$ cat config.mk
export PLATFORM = sky130hd
export DESIGN_NAME = output_conditioner
export DESIGN_NICKNAME = d
export VERILOG_FILES = /design/src/rtl/output_conditioner.sv
export SDC_FILE = /design/constraint.sdc
export NUM_CORES = 1
export LEC_CHECK = 0
export BUFFER_PORTS_ARGS = -buffer_cell sky130_fd_sc_hd__clkbuf_2
export CORE_AREA = 2 2 39 41
export DETAILED_ROUTE_END_ITERATION = 16
export DIE_AREA = 0 0 41 43
export GPL_TIMING_DRIVEN = 1
export REMOVE_ABC_BUFFERS = 1
export SYNTH_ARGS = -nofsm -noshare
export SYNTH_HDL_FRONTEND = slang
export SYNTH_SLANG_ARGS = --single-unit
$ cat constraint.sdc
create_clock -name clk -period 1.8 [get_ports clk]
set_clock_uncertainty 0.2 [all_clocks]
set_input_delay 0.09 -clock clk [delete_from_list [all_inputs] [get_ports clk]]
set_output_delay 0.09 -clock clk [all_outputs]
set_load 0.05 [all_outputs]
$ cat src/rtl/output_conditioner.sv
// -----------------------------------------------------------------------------
// output_conditioner
//
// Takes one-cycle rise/fall request pulses from core logic and turns them into
// a clean registered output level. After every change, the pin holds its level
// for a minimum dwell of WAITTIME edges. A request that arrives during the
// dwell is kept in a single-entry pending slot, where the last request wins.
// When the dwell ends, the pending entry is either applied or silently
// discarded.
//
// Parameters
//   WAITTIME      minimum number of edges pinout holds a level (>= 1)
//   COUNTERWIDTH  hold counter width; 2**COUNTERWIDTH must exceed WAITTIME
//   INIT_LEVEL    pinout value while reset_n is low
//
// Ports
//   clk        in   system clock, rising edge
//   reset_n    in   asynchronous active-low reset
//   setedge    in   one-cycle request to drive pinout high
//   clearedge  in   one-cycle request to drive pinout low
//   pinout     out  conditioned output level (registered)
//   busy       out  high while the dwell after a change is running
//   dropped    out  one-cycle pulse when a request is discarded
// -----------------------------------------------------------------------------
module output_conditioner #(
    parameter int   WAITTIME     = 3,
    parameter int   COUNTERWIDTH = 3,
    parameter logic INIT_LEVEL   = 1'b0
) (
    input  logic clk,
    input  logic reset_n,
    input  logic setedge,
    input  logic clearedge,
    output logic pinout,
    output logic busy,
    output logic dropped
);

    typedef enum logic {
        IDLE = 1'b0,
        HOLD = 1'b1
    } state_t;

    localparam logic [COUNTERWIDTH-1:0] LOAD       = COUNTERWIDTH'(WAITTIME - 1);
    // With a one-edge dwell the pin may change on every edge, so HOLD is never entered.
    localparam bit                      LONG_DWELL = (WAITTIME > 1);

    state_t                  r_state, w_state_n;
    logic [COUNTERWIDTH-1:0] r_cnt, w_cnt_n;
    logic                    r_pin, w_pin_n;
    logic                    r_pend_v, w_pend_v_n;
    logic                    r_pend_tgt, w_pend_tgt_n;
    logic                    r_dropped, w_dropped_n;

    logic w_req;
    logic w_tgt;
    logic w_both;
    logic w_chg;
    logic w_chg_lvl;

    // A request is exactly one of the two pulses. Both pulses together are
    // contradictory and are treated as a discarded request.
    assign w_req  = setedge ^ clearedge;
    assign w_tgt  = setedge;
    assign w_both = setedge & clearedge;

    always_ff @(posedge clk or negedge reset_n) begin
        if (!reset_n) begin
            r_state    <= IDLE;
            r_cnt      <= '0;
            r_pin      <= INIT_LEVEL;
            r_pend_v   <= 1'b0;
            r_pend_tgt <= 1'b0;
            r_dropped  <= 1'b0;
        end else begin
            r_state    <= w_state_n;
            r_cnt      <= w_cnt_n;
            r_pin      <= w_pin_n;
            r_pend_v   <= w_pend_v_n;
            r_pend_tgt <= w_pend_tgt_n;
            r_dropped  <= w_dropped_n;
        end
    end

    always_comb begin
        w_state_n    = r_state;
        w_cnt_n      = r_cnt;
        w_pin_n      = r_pin;
        w_pend_v_n   = r_pend_v;
        w_pend_tgt_n = r_pend_tgt;
        w_dropped_n  = w_both;
        w_chg        = 1'b0;
        w_chg_lvl    = r_pin;

        case (r_state)
            IDLE: begin
                if (w_req && (w_tgt != r_pin)) begin
                    w_chg     = 1'b1;
                    w_chg_lvl = w_tgt;
                end
            end
            HOLD: begin
                if (r_cnt != '0) begin
                    w_cnt_n = r_cnt - 1'b1;
                    if (w_req) begin
                        // Replacing a queued request with the opposite
                        // level loses that request, so report it.
                        if (r_pend_v && (r_pend_tgt != w_tgt)) begin
                            w_dropped_n = 1'b1;
                        end
                        w_pend_tgt_n = w_tgt;
                        w_pend_v_n   = 1'b1;
                    end
                end else begin
                    // Dwell expired on this edge. A fresh request takes
                    // priority over the pending entry, as it would in IDLE.
                    w_state_n  = IDLE;
                    w_pend_v_n = 1'b0;
                    if (w_req) begin
                        if (w_tgt != r_pin) begin
                            w_chg     = 1'b1;
                            w_chg_lvl = w_tgt;
                        end
                    end else if (r_pend_v && (r_pend_tgt != r_pin)) begin
                        w_chg     = 1'b1;
                        w_chg_lvl = r_pend_tgt;
                    end
                end
            end
            default: begin
                w_state_n = IDLE;
            end
        endcase

        if (w_chg) begin
            w_pin_n = w_chg_lvl;
            w_cnt_n = LOAD;
            if (LONG_DWELL) begin
                w_state_n = HOLD;
            end
        end
    end

    assign pinout  = r_pin;
    assign busy    = (r_state == HOLD);
    assign dropped = r_dropped;

endmodule

Word level (Yosys, flattened, before mapping). Cells that the tools add are included. W data, S select, Z words.

Eq/ne operators: 8. Reduce and logical (&&, ||, !) cells: 10. Add/sub/neg operators: 1. Bitwise logic cells: 3. Muxes and demuxes: 24.

Operator list (count): $mux W1 (19); $mux W3 (3); $ne A2 B2 Y1 const B (3); $reduce_and A5 Y1 (1); $pmux W1 S2 (2); $reduce_and A2 Y1 (2); $reduce_bool A2 Y1 (2); $logic_and A1 B1 Y1 (3); $ne A1 B1 Y1 (3); $ne A3 B1 Y1 const B (1); $ne A3 B2 Y1 const B (1); $reduce_and A3 Y1 (1); $reduce_bool A3 Y1 (1); $sub A3 B1 Y3 const B (1); $and A1 B1 Y1 (1); $not A1 Y1 (1); $xor A1 B1 Y1 (1).

Input bits: 4. Word-level logic and storage cells: 52. Register bits after elaboration: 8.

Logic depth before layout (Yosys ltp).
Depth in word-level cells: 8. Gate-level depth with buffers: 6. Gate-level depth less buffers: 6.

Worst setup path after synthesis. OpenSTA, ideal clock, no wires.

Kind: reg2reg. Start point: reg r_state (netlist: busy). End point: reg r_pend_tgt. Path slack: 0.227 ns. Data required time: 1.475 ns. Data arrival time: 1.248 ns. Path buffers: 0. Cell stages (with the launch flop): 4. Library setup time: 0.125 ns. Clock period less this slack: 1.573 ns. Cell sequence: dfrtp_1 -> nand2_1 -> nor2_1 -> mux2_2.

Word-level cells in the longest chain between the ends: 1.

Ends and longest elaborated chain: start, declared (RTL line 48) `state_t r_state, w_state_n;`; start signal, assigned (RTL line 76) `r_state <= w_state_n;`; $reduce_and A3 Y1 (no line); end signal, assigned (RTL line 80) `r_pend_tgt <= w_pend_tgt_n;`; end, declared (RTL line 52) `logic r_pend_tgt, w_pend_tgt_n;`.

Every way passes these cells. A chain may end at the register's enable or synchronous reset.

Worst setup path in the final report.
Start point: in clearedge. End point: reg r_pin (netlist: pinout).

Word-level cells in the longest chain between the ends: 5. Elaborated cells on any way between the ends: 13. Those cells by class: eq/ne (3); mux (7); bitwise (1); reduce/logical (2).

Ends and longest elaborated chain: start, declared (RTL line 33) `input logic clearedge,`; $xor A1 B1 Y1 (*) (RTL line 63) `assign w_req = setedge ^ clearedge;`; $mux W1 / $logic_and A1 B1 Y1 (equally long branches) (RTL line 119, 97); $mux W1 (on tied branches) (RTL line 103, 97); $pmux W1 S2 (RTL line 95) `case (r_state)`; $reduce_and A5 Y1 (no line); end signal, assigned (RTL line 78) `r_pin <= w_pin_n;`; end, declared (RTL line 50) `logic r_pin, w_pin_n;`.

Every way passes the cells marked *; elsewhere a longest branch is shown, timed or not. The select of a mux whose other input is x is not followed.

==> flow_summary.html <==
<table>
<tr><th>Metric</th><th>Value</th></tr>
<tr><th colspan="2">Timing</th></tr>
<tr><td>Measured slew at the worst slew-check pin</td><td>0.314 ns</td></tr>
<tr><td>Fin crit share</td><td>95.1%</td></tr>
<tr><td>Final critical delay including setup and external delays</td><td>1.71 ns</td></tr>
<tr><td>Total count of max-transition violations in the final report</td><td>0</td></tr>
<tr><td>Max Clock Freq</td><td>0.584 GHz</td></tr>
<tr><td>Hold Vio Cnt, Final</td><td>0</td></tr>
<tr><td>Slew headroom</td><td>79.1%</td></tr>
<tr><td>Setup TNS</td><td>0 ns</td></tr>
<tr><td>Unrepaired setup endpoints after global routing</td><td>no</td></tr>
<tr><td>Endpoints failing setup</td><td>0</td></tr>
<tr><th colspan="2">Yosys</th></tr>
<tr><td>Proportion of synthesized chip area in sequential cells</td><td>43.8%</td></tr>
<tr><td>Mean post-synth cell area</td><td>10.1 um2</td></tr>
<tr><td>Post-synthesis instance total</td><td>45</td></tr>
<tr><td>Number of flops mapped to enable cells by yosys</td><td>0</td></tr>
<tr><td>Syn Std Cell Area</td><td>457 um2</td></tr>
<tr><td>Share of synthesized flip-flops with an asynchronous set or reset</td><td>100%</td></tr>
<tr><td>#FFs+latches synth</td><td>8</td></tr>
<tr><td>Number of warning messages in the yosys log</td><td>0</td></tr>
<tr><td>Top FF cell, synth</td><td>sky130_fd_sc_hd__dfrtp_1</td></tr>
<tr><td>Netlist cell types</td><td>23</td></tr>
<tr><th colspan="2">Clock network</th></tr>
<tr><td>Worst-path clk slew</td><td>0.06 ns</td></tr>
<tr><td>Clock net sink count</td><td>8</td></tr>
<tr><td>Depth of the CTS H-tree</td><td>1</td></tr>
<tr><td>CTS Buffer Depth</td><td>2</td></tr>
<tr><td>Post-CTS repair timing setup buffer count</td><td>0</td></tr>
<tr><td>Clock latency of the later-clocked register in the worst-skew pair</td><td>0.25 ns</td></tr>
<tr><td>Root buffer selected by CTS</td><td>sky130_fd_sc_hd__clkbuf_4</td></tr>
<tr><td>CTS Buf Count</td><td>3</td></tr>
<tr><td>TritonCTS clock tree</td><td>done</td></tr>
<tr><th colspan="2">Routing</th></tr>
<tr><td>Average wire length per cell after detail routing</td><td>11.3 um</td></tr>
<tr><td>Via count of the routed design</td><td>346</td></tr>
<tr><td>Detailed-route DRC error count</td><td>0</td></tr>
<tr><td>First-pass iteration count of the detailed router</td><td>3</td></tr>
<tr><td>Post-detailed-route via-to-cell ratio</td><td>4.81</td></tr>
<tr><td>Drt first-iter violations</td><td>2</td></tr>
<tr><td>Routed wire length</td><td>811 um</td></tr>
<tr><td>Antenna viol nets, final</td><td>0</td></tr>
<tr><th colspan="2">Power</th></tr>
<tr><td>Largest voltage drop on the vdd net</td><td>0.000696 V</td></tr>
<tr><td>Power density cells</td><td>1830 mW/mm2</td></tr>
<tr><td>Total design power</td><td>1020 uW</td></tr>
<tr><td>Static Leak</td><td>0.000259 uW</td></tr>
<tr><th colspan="2">Cells and area</th></tr>
<tr><td>Final net count</td><td>65</td></tr>
<tr><td>Number of inserted diodes</td><td>0</td></tr>
<tr><td>Summed area of non-filler cells in the final layout</td><td>557 um2</td></tr>
<tr><td>Utilization after layout</td><td>40.2%</td></tr>
<tr><td>Layout cells sized above 1</td><td>26.8%</td></tr>
<tr><td>Layout area overhead</td><td>21.9%</td></tr>
<tr><td>Number of filler instances in the final layout</td><td>139</td></tr>
<tr><th colspan="2">Setup path</th></tr>
<tr><td>Endpoint arrival time on the critical path</td><td>1.64 ns</td></tr>
<tr><td>Data required time of the critical path</td><td>1.73 ns</td></tr>
<tr><td>Source of the worst register-to-register timing path</td><td>r_cnt[0]$_DFFE_PN0P_</td></tr>
<tr><td>Setup crit start</td><td>clearedge</td></tr>
<tr><td>Path type of the worst setup path</td><td>in2reg</td></tr>
<tr><td>Crit path capture type</td><td>flop</td></tr>
<tr><td>Element type at the critical path start</td><td>input pin</td></tr>
<tr><td>Peak fanout along the critical path</td><td>10</td></tr>
<tr><th colspan="2">Global route</th></tr>
<tr><td>Pin count of the biggest net entering global routing</td><td>11</td></tr>
<tr><td>Initial antenna violation count</td><td>0</td></tr>
<tr><td>Number of global-route vias before repair</td><td>354</td></tr>
<tr><td>Remaining global-route overflow</td><td>0</td></tr>
<tr><td>Wire length of the first global-routing pass</td><td>1560 um</td></tr>
<tr><td>GRT Overall Usage</td><td>13.8%</td></tr>
<tr><th colspan="2">Run status</th></tr>
<tr><td>Outcome</td><td>complete, no violations</td></tr>
<tr><th colspan="2">Die</th></tr>
<tr><td>FP Rows</td><td>14</td></tr>
<tr><td>Std-Cell Core Area</td><td>0.00138 mm2</td></tr>
<tr><td>Die width</td><td>41 um</td></tr>
<tr><td>Top-Level Pins</td><td>7</td></tr>
<tr><td>Die span in y</td><td>43 um</td></tr>
<tr><td>Total Die Area</td><td>0.00176 mm2</td></tr>
<tr><td>Initial cell density of the core</td><td>33.0%</td></tr>
<tr><th colspan="2">Place</th></tr>
<tr><td>GPL Wtd Cong</td><td>0.811</td></tr>
<tr><td>Placed standard-cell area</td><td>502 um2</td></tr>
<tr><td>DPL Wire Length</td><td>586 um</td></tr>
<tr><td>Number of input and output port buffers inserted</td><td>6</td></tr>
<tr><th colspan="2">Job</th></tr>
<tr><td>Max-cap check violation count</td><td>0</td></tr>
<tr><th colspan="2">Worst hold path</th></tr>
<tr><td>HP Class</td><td>in2async</td></tr>
</table>
==> report_power, final <==
part	leakage (uW)	switching [uW]	internal, uW
Clock	0.0000138	64.2	76.5
Sequential	0.0000923	91.4	265
Combinational	0.000153	297	224
==> metrics by stage <==
step,cells,setup WS (ns),hold WS [ns]
after global placement,66,0.127,-0.248
after detailed placement,66,0.142,-0.249
after floorplan,44,0.227,-0.406
after CTS,72,0.0941,0.0235
final,72,0.0889,0.0173
after global routing,72,0.00233,0.0371
==> worst max-delay path, cell delays in order <==
cell and delay [ns]:
sky130_fd_sc_hd__dlygate4sd3_1 0.53, sky130_fd_sc_hd__clkbuf_2 0.10, sky130_fd_sc_hd__ha_1 0.38, sky130_fd_sc_hd__or2_2 0.33
sky130_fd_sc_hd__a21oi_1 0.16, sky130_fd_sc_hd__nor3_1 0.06
==> cells by family (layout without fill, tap and decap cells) <==
logic type | after synthesis | in the layout | share of synthesized area (%)
mux | 1 | 1 | 2.47
xor+xnor | 3 | 3 | 5.75
buf+inv | 4 | 15 | 3.56
flops | 8 | 8 | 43.8
fa+ha+maj | 3 | 3 | 8.22
simple gates | 15 | 15 | 17.8
compound gates | 11 | 11 | 18.4
==> synth_stat cells (2+ instances only) <==
master	number	area share [%]
sky130_fd_sc_hd__inv_1	3	2.5
sky130_fd_sc_hd__a21oi_1	3	3.3
sky130_fd_sc_hd__nand2_1	6	4.9
sky130_fd_sc_hd__xor2_1	2	3.8
sky130_fd_sc_hd__nand2b_1	3	4.1
sky130_fd_sc_hd__ha_1	3	8.2
sky130_fd_sc_hd__o21ai_0	2	2.2
sky130_fd_sc_hd__dfrtp_1	8	44
==> what timing repair did <==
action | CTS | global route
endpoints found under the hold margin | 10 | 0
hold buffers | 3 | 0
resized for setup | 0 | 1
endpoints found under the setup margin | 0 | 1
==> per-layer routing <==
metal	routed length, um	GRT usage [%]
met3	17	1.57
met2	378	16.9
met1	387	19.3
met5	0	0
met4	27	14.0
==> layout by cell type, fill, tap and decap left out, drive strengths merged, types with 2 or more instances in the layout <==
cell,instances
xor2,2
dlygate4sd3,3
ha,3
dfrtp,8
inv,3
nand2b,3
a21oi,3
nand2,6
o21ai,2
clkbuf,9
==> final timing paths <==
path	end	slack, ns	cells past startpoint
min reg2reg	r_cnt[1]$_DFFE_PN0P_	0.30	1
max	pinout$_DFFE_PN0P_	0.09	6
min	r_pend_v$_DFFE_PN0P_	0.02	2
max in group asynchronous	r_cnt[2]$_DFFE_PN0P_	1.20	2
min in group clk	pinout$_DFFE_PN0P_	0.07	3
max reg2reg	r_cnt[1]$_DFFE_PN0P_	0.17	5
==> flip-flops by register name (all words and copies together), names as in the netlist <==
name / flops
busy: 1
dropped: 1
pinout: 1
r_cnt: 3
r_pend_tgt: 1
r_pend_v: 1
==> area by class of cell <==
type	count	area, um2	share of cell area [%]
multi-input cells	33	243	43.6
flip-flops and latches	8	200	36.0
repair buffers	9	60.1	10.8
clock buffers	3	22.5	4.04
well taps	16	20.0	3.60
inverters	3	11.3	2.02
No activity file was read; power rests on OpenSTA's default activity.
